`config.mk`:
```
export PLATFORM = sky130hd
export DESIGN_NAME = is_uart_tx_sched
export DESIGN_NICKNAME = d
export VERILOG_FILES = /design/src/rtl/is_uart_tx_sched.sv
export SDC_FILE = /design/constraint.sdc
export NUM_CORES = 1
export LEC_CHECK = 0
export BUFFER_PORTS_ARGS = -buffer_cell sky130_fd_sc_hd__buf_2
export CAP_MARGIN = 5
export CORE_MARGIN = 3
export CORE_UTILIZATION = 50
export CTS_BUF_LIST = sky130_fd_sc_hd__clkbuf_2 sky130_fd_sc_hd__clkbuf_4 sky130_fd_sc_hd__clkbuf_8
export CTS_CLUSTER_SIZE = 12
export DETAILED_ROUTE_END_ITERATION = 7
export HOLD_SLACK_MARGIN = 0.03
export PLACE_DENSITY_LB_ADDON = 0.08
export SLEW_MARGIN = 5
export SYNTH_ARGS = -nofsm -noshare
export SYNTH_HDL_FRONTEND = slang
export SYNTH_SLANG_ARGS = --single-unit
```
`constraint.sdc`:
```
create_clock -name clk_i -period 5.5 [get_ports clk_i]
set_clock_uncertainty 0.2 [all_clocks]
set_input_delay 0.825 -clock clk_i [delete_from_list [all_inputs] [get_ports clk_i]]
set_output_delay 0.825 -clock clk_i [all_outputs]
set_load 0.05 [all_outputs]
```
`src/rtl/is_uart_tx_sched.sv`:
```
// is_uart_tx_sched: round-robin scheduler that lets N_REQ byte sources
// share one UART transmitter, granting bursts of up to MAX_BURST bytes.
//
// Ports:
//   clk_i       clock
//   rst_i       asynchronous active-low reset
//   req_i       per-requester byte available
//   data_i      per-requester byte, requester k at [k*DATA_W +: DATA_W]
//   last_i      per-requester last-byte-of-packet flag
//   ack_o       one-cycle pulse: owner's byte consumed
//   gnt_o       one-hot current owner, zero when free
//   tx_start_o  one-cycle frame start to the transmitter
//   tx_data_o   registered byte to transmit
//   tx_busy_i   transmitter is shifting a frame
//   tx_done_i   one-cycle pulse: frame complete
//   busy_o      scheduler is not idle
module is_uart_tx_sched #(
    parameter int N_REQ     = 4,
    parameter int DATA_W    = 8,
    parameter int MAX_BURST = 16
) (
    input  logic                    clk_i,
    input  logic                    rst_i,
    input  logic [N_REQ-1:0]        req_i,
    input  logic [N_REQ*DATA_W-1:0] data_i,
    input  logic [N_REQ-1:0]        last_i,
    output logic [N_REQ-1:0]        ack_o,
    output logic [N_REQ-1:0]        gnt_o,
    output logic                    tx_start_o,
    output logic [DATA_W-1:0]       tx_data_o,
    input  logic                    tx_busy_i,
    input  logic                    tx_done_i,
    output logic                    busy_o
);

    localparam int IDX_W = (N_REQ > 1) ? $clog2(N_REQ) : 1;
    localparam int CNT_W = $clog2(MAX_BURST + 1);

    localparam logic [IDX_W:0]   N_EXT    = (IDX_W + 1)'(N_REQ);
    localparam logic [IDX_W-1:0] LAST_IDX = IDX_W'(N_REQ - 1);
    localparam logic [CNT_W-1:0] MAX_CNT  = CNT_W'(MAX_BURST);

    typedef enum logic [1:0] {
        IDLE      = 2'd0,
        LOAD      = 2'd1,
        WAIT_DONE = 2'd2
    } state_e;

    state_e              state_q, state_d;
    logic [IDX_W-1:0]    owner_q, owner_d;
    logic [N_REQ-1:0]    gnt_q, gnt_d;
    logic [IDX_W-1:0]    rr_q, rr_d;
    logic [CNT_W-1:0]    cnt_q, cnt_d;
    logic                last_q, last_d;
    logic [DATA_W-1:0]   tx_data_q, tx_data_d;
    logic                tx_start_q, tx_start_d;
    logic [N_REQ-1:0]    ack_q, ack_d;

    logic [DATA_W-1:0]   data_arr [N_REQ];
    logic                pick_vld;
    logic [IDX_W-1:0]    pick_idx;
    logic                owner_req;
    logic                owner_last;
    logic [DATA_W-1:0]   owner_data;
    logic [IDX_W-1:0]    owner_nxt;

    for (genvar k = 0; k < N_REQ; k++) begin : g_lane
        assign data_arr[k] = data_i[k*DATA_W +: DATA_W];
    end

    assign owner_req  = req_i[owner_q];
    assign owner_last = last_i[owner_q];
    assign owner_data = data_arr[owner_q];
    assign owner_nxt  = (owner_q == LAST_IDX) ? '0 : owner_q + 1'b1;

    // Rotating priority search starting at rr_q, wrapping modulo N_REQ.
    always_comb begin
        logic [IDX_W:0] cand;
        pick_vld = 1'b0;
        pick_idx = '0;
        for (int i = 0; i < N_REQ; i++) begin
            cand = {1'b0, rr_q} + (IDX_W + 1)'(i);
            if (cand >= N_EXT) begin
                cand = cand - N_EXT;
            end
            if (!pick_vld && req_i[cand[IDX_W-1:0]]) begin
                pick_vld = 1'b1;
                pick_idx = cand[IDX_W-1:0];
            end
        end
    end

    always_comb begin
        state_d    = state_q;
        owner_d    = owner_q;
        gnt_d      = gnt_q;
        rr_d       = rr_q;
        cnt_d      = cnt_q;
        last_d     = last_q;
        tx_data_d  = tx_data_q;
        tx_start_d = 1'b0;
        ack_d      = '0;

        case (state_q)
            IDLE: begin
                gnt_d = '0;
                if (pick_vld) begin
                    owner_d         = pick_idx;
                    gnt_d[pick_idx] = 1'b1;
                    cnt_d           = '0;
                    state_d         = LOAD;
                end
            end

            LOAD: begin
                if (!owner_req) begin
                    // Owner withdrew before sending: hand the line on.
                    gnt_d   = '0;
                    rr_d    = owner_nxt;
                    state_d = IDLE;
                end else if (!tx_busy_i) begin
                    tx_start_d     = 1'b1;
                    tx_data_d      = owner_data;
                    ack_d[owner_q] = 1'b1;
                    last_d         = owner_last;
                    if (cnt_q != MAX_CNT) begin
                        cnt_d = cnt_q + 1'b1;
                    end
                    state_d = WAIT_DONE;
                end
            end

            WAIT_DONE: begin
                if (tx_done_i) begin
                    if (last_q || (cnt_q == MAX_CNT) || !owner_req) begin
                        gnt_d   = '0;
                        rr_d    = owner_nxt;
                        state_d = IDLE;
                    end else begin
                        state_d = LOAD;
                    end
                end
            end

            default: begin
                gnt_d   = '0;
                state_d = IDLE;
            end
        endcase
    end

    always_ff @(posedge clk_i or negedge rst_i) begin
        if (!rst_i) begin
            state_q    <= IDLE;
            owner_q    <= '0;
            gnt_q      <= '0;
            rr_q       <= '0;
            cnt_q      <= '0;
            last_q     <= 1'b0;
            tx_data_q  <= '0;
            tx_start_q <= 1'b0;
            ack_q      <= '0;
        end else begin
            state_q    <= state_d;
            owner_q    <= owner_d;
            gnt_q      <= gnt_d;
            rr_q       <= rr_d;
            cnt_q      <= cnt_d;
            last_q     <= last_d;
            tx_data_q  <= tx_data_d;
            tx_start_q <= tx_start_d;
            ack_q      <= ack_d;
        end
    end

    assign gnt_o      = gnt_q;
    assign ack_o      = ack_q;
    assign tx_start_o = tx_start_q;
    assign tx_data_o  = tx_data_q;
    assign busy_o     = (state_q != IDLE);

endmodule
```
==> out/qor.yml <==
status:
  outcome: "completed"
critical_path:
  cp.arrival_ps: 2710
  path_common_cell: "and3_1"
  reg2reg_from: "owner_q[0]"
  max_stage_delay_ps: 820
  cp_cell_sequence: "mux4_2 -> and3_1 -> and3_1 -> a31o_2"
  critPathMaxFanout: 19
  worstPathRequired_ps: 5520
  cp-start-kind: "flip-flop"
  cp-startpoint: "owner_q[0]"
  crit_type: "flip-flop to flip-flop"
  end_kind: "flip-flop"
  slowest_stage: "dfrtp_1"
layout:
  layout-drive-gt1-share: 0.497
  syn_to_final_growth_pct: 24.5
  final_area_um2: 2000
  num_antenna_cells: 0
  regArea_um2: 726
  fillers: 251
  final_util: 0.689
  finalNetCount: 236
  multi_input_area_um2: 821
worst_hold_path:
  worstHoldStart: "cnt_q[4]"
  hp-class: "flip-flop to flip-flop"
sta:
  worst_slew_pin_slew_ps: 737
  fmax_mhz: 371
  setup_tns_ps: 0
  max-slew-margin-rel: 0.509
  post-route-period-util: 0.490
  slew_viol_final: 0
  hold_viol_final: 0
  period_minus_slack_ps: 2690
  rsz0062_at_grt: "no"
  setup_viol_count_final: 0
clocking:
  cts_sinks: 29
  holdBufCountCts: 0
  cts_tree: "built"
  cts_buffer_depth: 2
  clk_pin_slew_ps: 90
  clk_latency_ps: 330
  numCtsBuffers: 5
  postCtsSetupBuffers: 0
  cts.htree.levels: 2
  cts-resized-gates: 0
  cts_root_buf: "clkbuf_4"
power_and_ir_drop:
  power_leakage_nw: 1.02
  ir_worst_vdd_v: 0.000375
  p_per_area_nw_per_um2: 555
logic_synthesis:
  synth.area.mux_share: 0.252
  ys_seq_area_frac: 0.452
  yosys.area_share.xor_xnor: 0
  synth-compound-area-share: 0.0920
  synth_cell_types: 36
  synth_fa_ha_area_frac: 0.0468
  synthFlopType: "dfrtp_1"
  syn_area_um2: 1600
  synth_edf_count: 0
  synth-seq-cells: 29
  synth_top_family_by_area: "multiplexers"
  synth_cells: 123
  synth_top_area_cell: "dfrtp_1"
  avgSynthCellArea_um2: 13.0
  ys_async_sr_fraction: 1.00
  yosys_warnings: 0
  syn_nets: 173
  synthTopCellsByArea: "dfrtp_1, mux4_2, mux2_2, ha_1, mux2_4"
  synthDominantCellAreaShare: 0.452
  yosys.area_share.simple: 0.121
detailed_routing:
  wl_um: 3260
  via_per_inst: 5.34
  drc_errors: 0
  num_vias: 1223
  final_antenna_net_count: 0
  firstDrtPassIters: 4
  wl_per_cell_um: 14.2
  drt_iter0_markers: 37
grt:
  grt_pass1_wl_um: 5630
  grt_use_total: 0.182
  grt_max_degree: 30
  antenna_found_initial: 0
  grt_pass1_vias: 1328
  overflow: 0
placed_design:
  place_area_um2: 1930
  hpwlAfterDp_um: 2560
  gp_congestion: 0.872
  portBuffers: 61
run:
  drv_cap: 0
floorplanning:
  initial_core_util: 0.553
  die_y_um: 62.6
  dieArea_um2: 3920
  die_w_um: 62.6
  fp-row-count: 19
  ios: 62
  core_area_um2: 2900
path summary, 6_finish.rpt:
| kind | to | slack, ps | depth (start not counted) |
|---|---|---|---|
| setup reg to reg | cnt_q[1] | 2810 | 4 |
| max in group asynchronous | cnt_q[0] | 4390 | 1 |
| hold reg to reg | cnt_q[4] | 290 | 1 |
| setup / recovery | cnt_q[1] | 2810 | 4 |
| min in group asynchronous | owner_q[1] | 300 | 1 |
| hold / removal | cnt_q[4] | 290 | 1 |
stage by stage:
stage	setup slack, ps	cells	hold WS, ps	power (mW)
after floorplan	3150	123	245	0.845
after global placement	2830	221	271	0.953
after detailed placement	2770	221	269	0.972
after CTS	2750	229	287	1.12
after global routing	2600	229	320	1.19
final	2810	229	289	1.11
layer usage:
metal / wire length (um) / track usage / vias to the layer above
met3: 211 / 0.0504 / 6
met4: 53 / 0.0744 / 0
met1: 1320 / 0.208 / 589
met2: 1670 / 0.320 / 43
li1: - / - / 585
met5: 0 / 0 / -
report_power, final:
part           leakage [nW]  internal [mW]  switching [mW]
logic                 0.604          0.240           0.342
registers             0.372          0.292          0.0874
clock network        0.0413         0.0740          0.0727
total                  1.02          0.606           0.502
worst max-delay path: cells and delay by family (launching register included):
family          cells  cell delay (ps)
compound gates      1              210
flops               1              820
mux                 1              630
simple gates        2              720
cells in the mapped netlist, drive strengths merged (2+ instances only):
cell and instances:
buf 4, nor2 4, nand2 9, dfrtp 29
nor2b 3, nand3b 2, a21o 4, mux2 11
mux4 10, mux2i 4, and2 4, inv 6
nand2b 3, o21ai 3, ha 6, a31o 2
o2bb2ai 2, and3 2, a22o 2
layout make-up:
cell class | instances | area share
clock inverters | 1 | 0.00251
inverters | 6 | 0.0113
well taps | 42 | 0.0263
flip-flops and latches | 29 | 0.363
multi-input cells | 83 | 0.411
repair buffers | 61 | 0.153
clock buffers | 7 | 0.0326
cell usage in the layout, fill, tap and decap left out, types with 2 or more instances in the layout:
cell,n
a21o_1,4
mux4_2,9
ha_1,6
buf_2,61
dfrtp_1,29
nand2_1,9
nor2_1,4
mux2i_1,4
o2bb2ai_1,2
clkbuf_4,5
inv_1,6
nand2b_1,3
nand3b_1,2
a22o_1,2
mux2_4,3
and2_1,4
a31o_2,2
and3_1,2
clkbuf_8,2
nor2b_1,3
mux2_2,8
o21ai_0,3
flip-flops by register name, indices dropped and copies added, names as in the netlist, 2 cells and up:
name       cells
tx_data_o      8
owner_q        2
cnt_q          5
ack_o          4
gnt_o          4
rr_q           2
state_q        2
cell families after synthesis:
logic type	count (synthesis)
adder cells (fa/ha/maj)	6
flip-flops	29
buffers and inverters	11
AO/OA/AOI/OAI	18
AND/OR/NAND/NOR	34
multiplexers	25
Power figures use the tool's default switching activity.
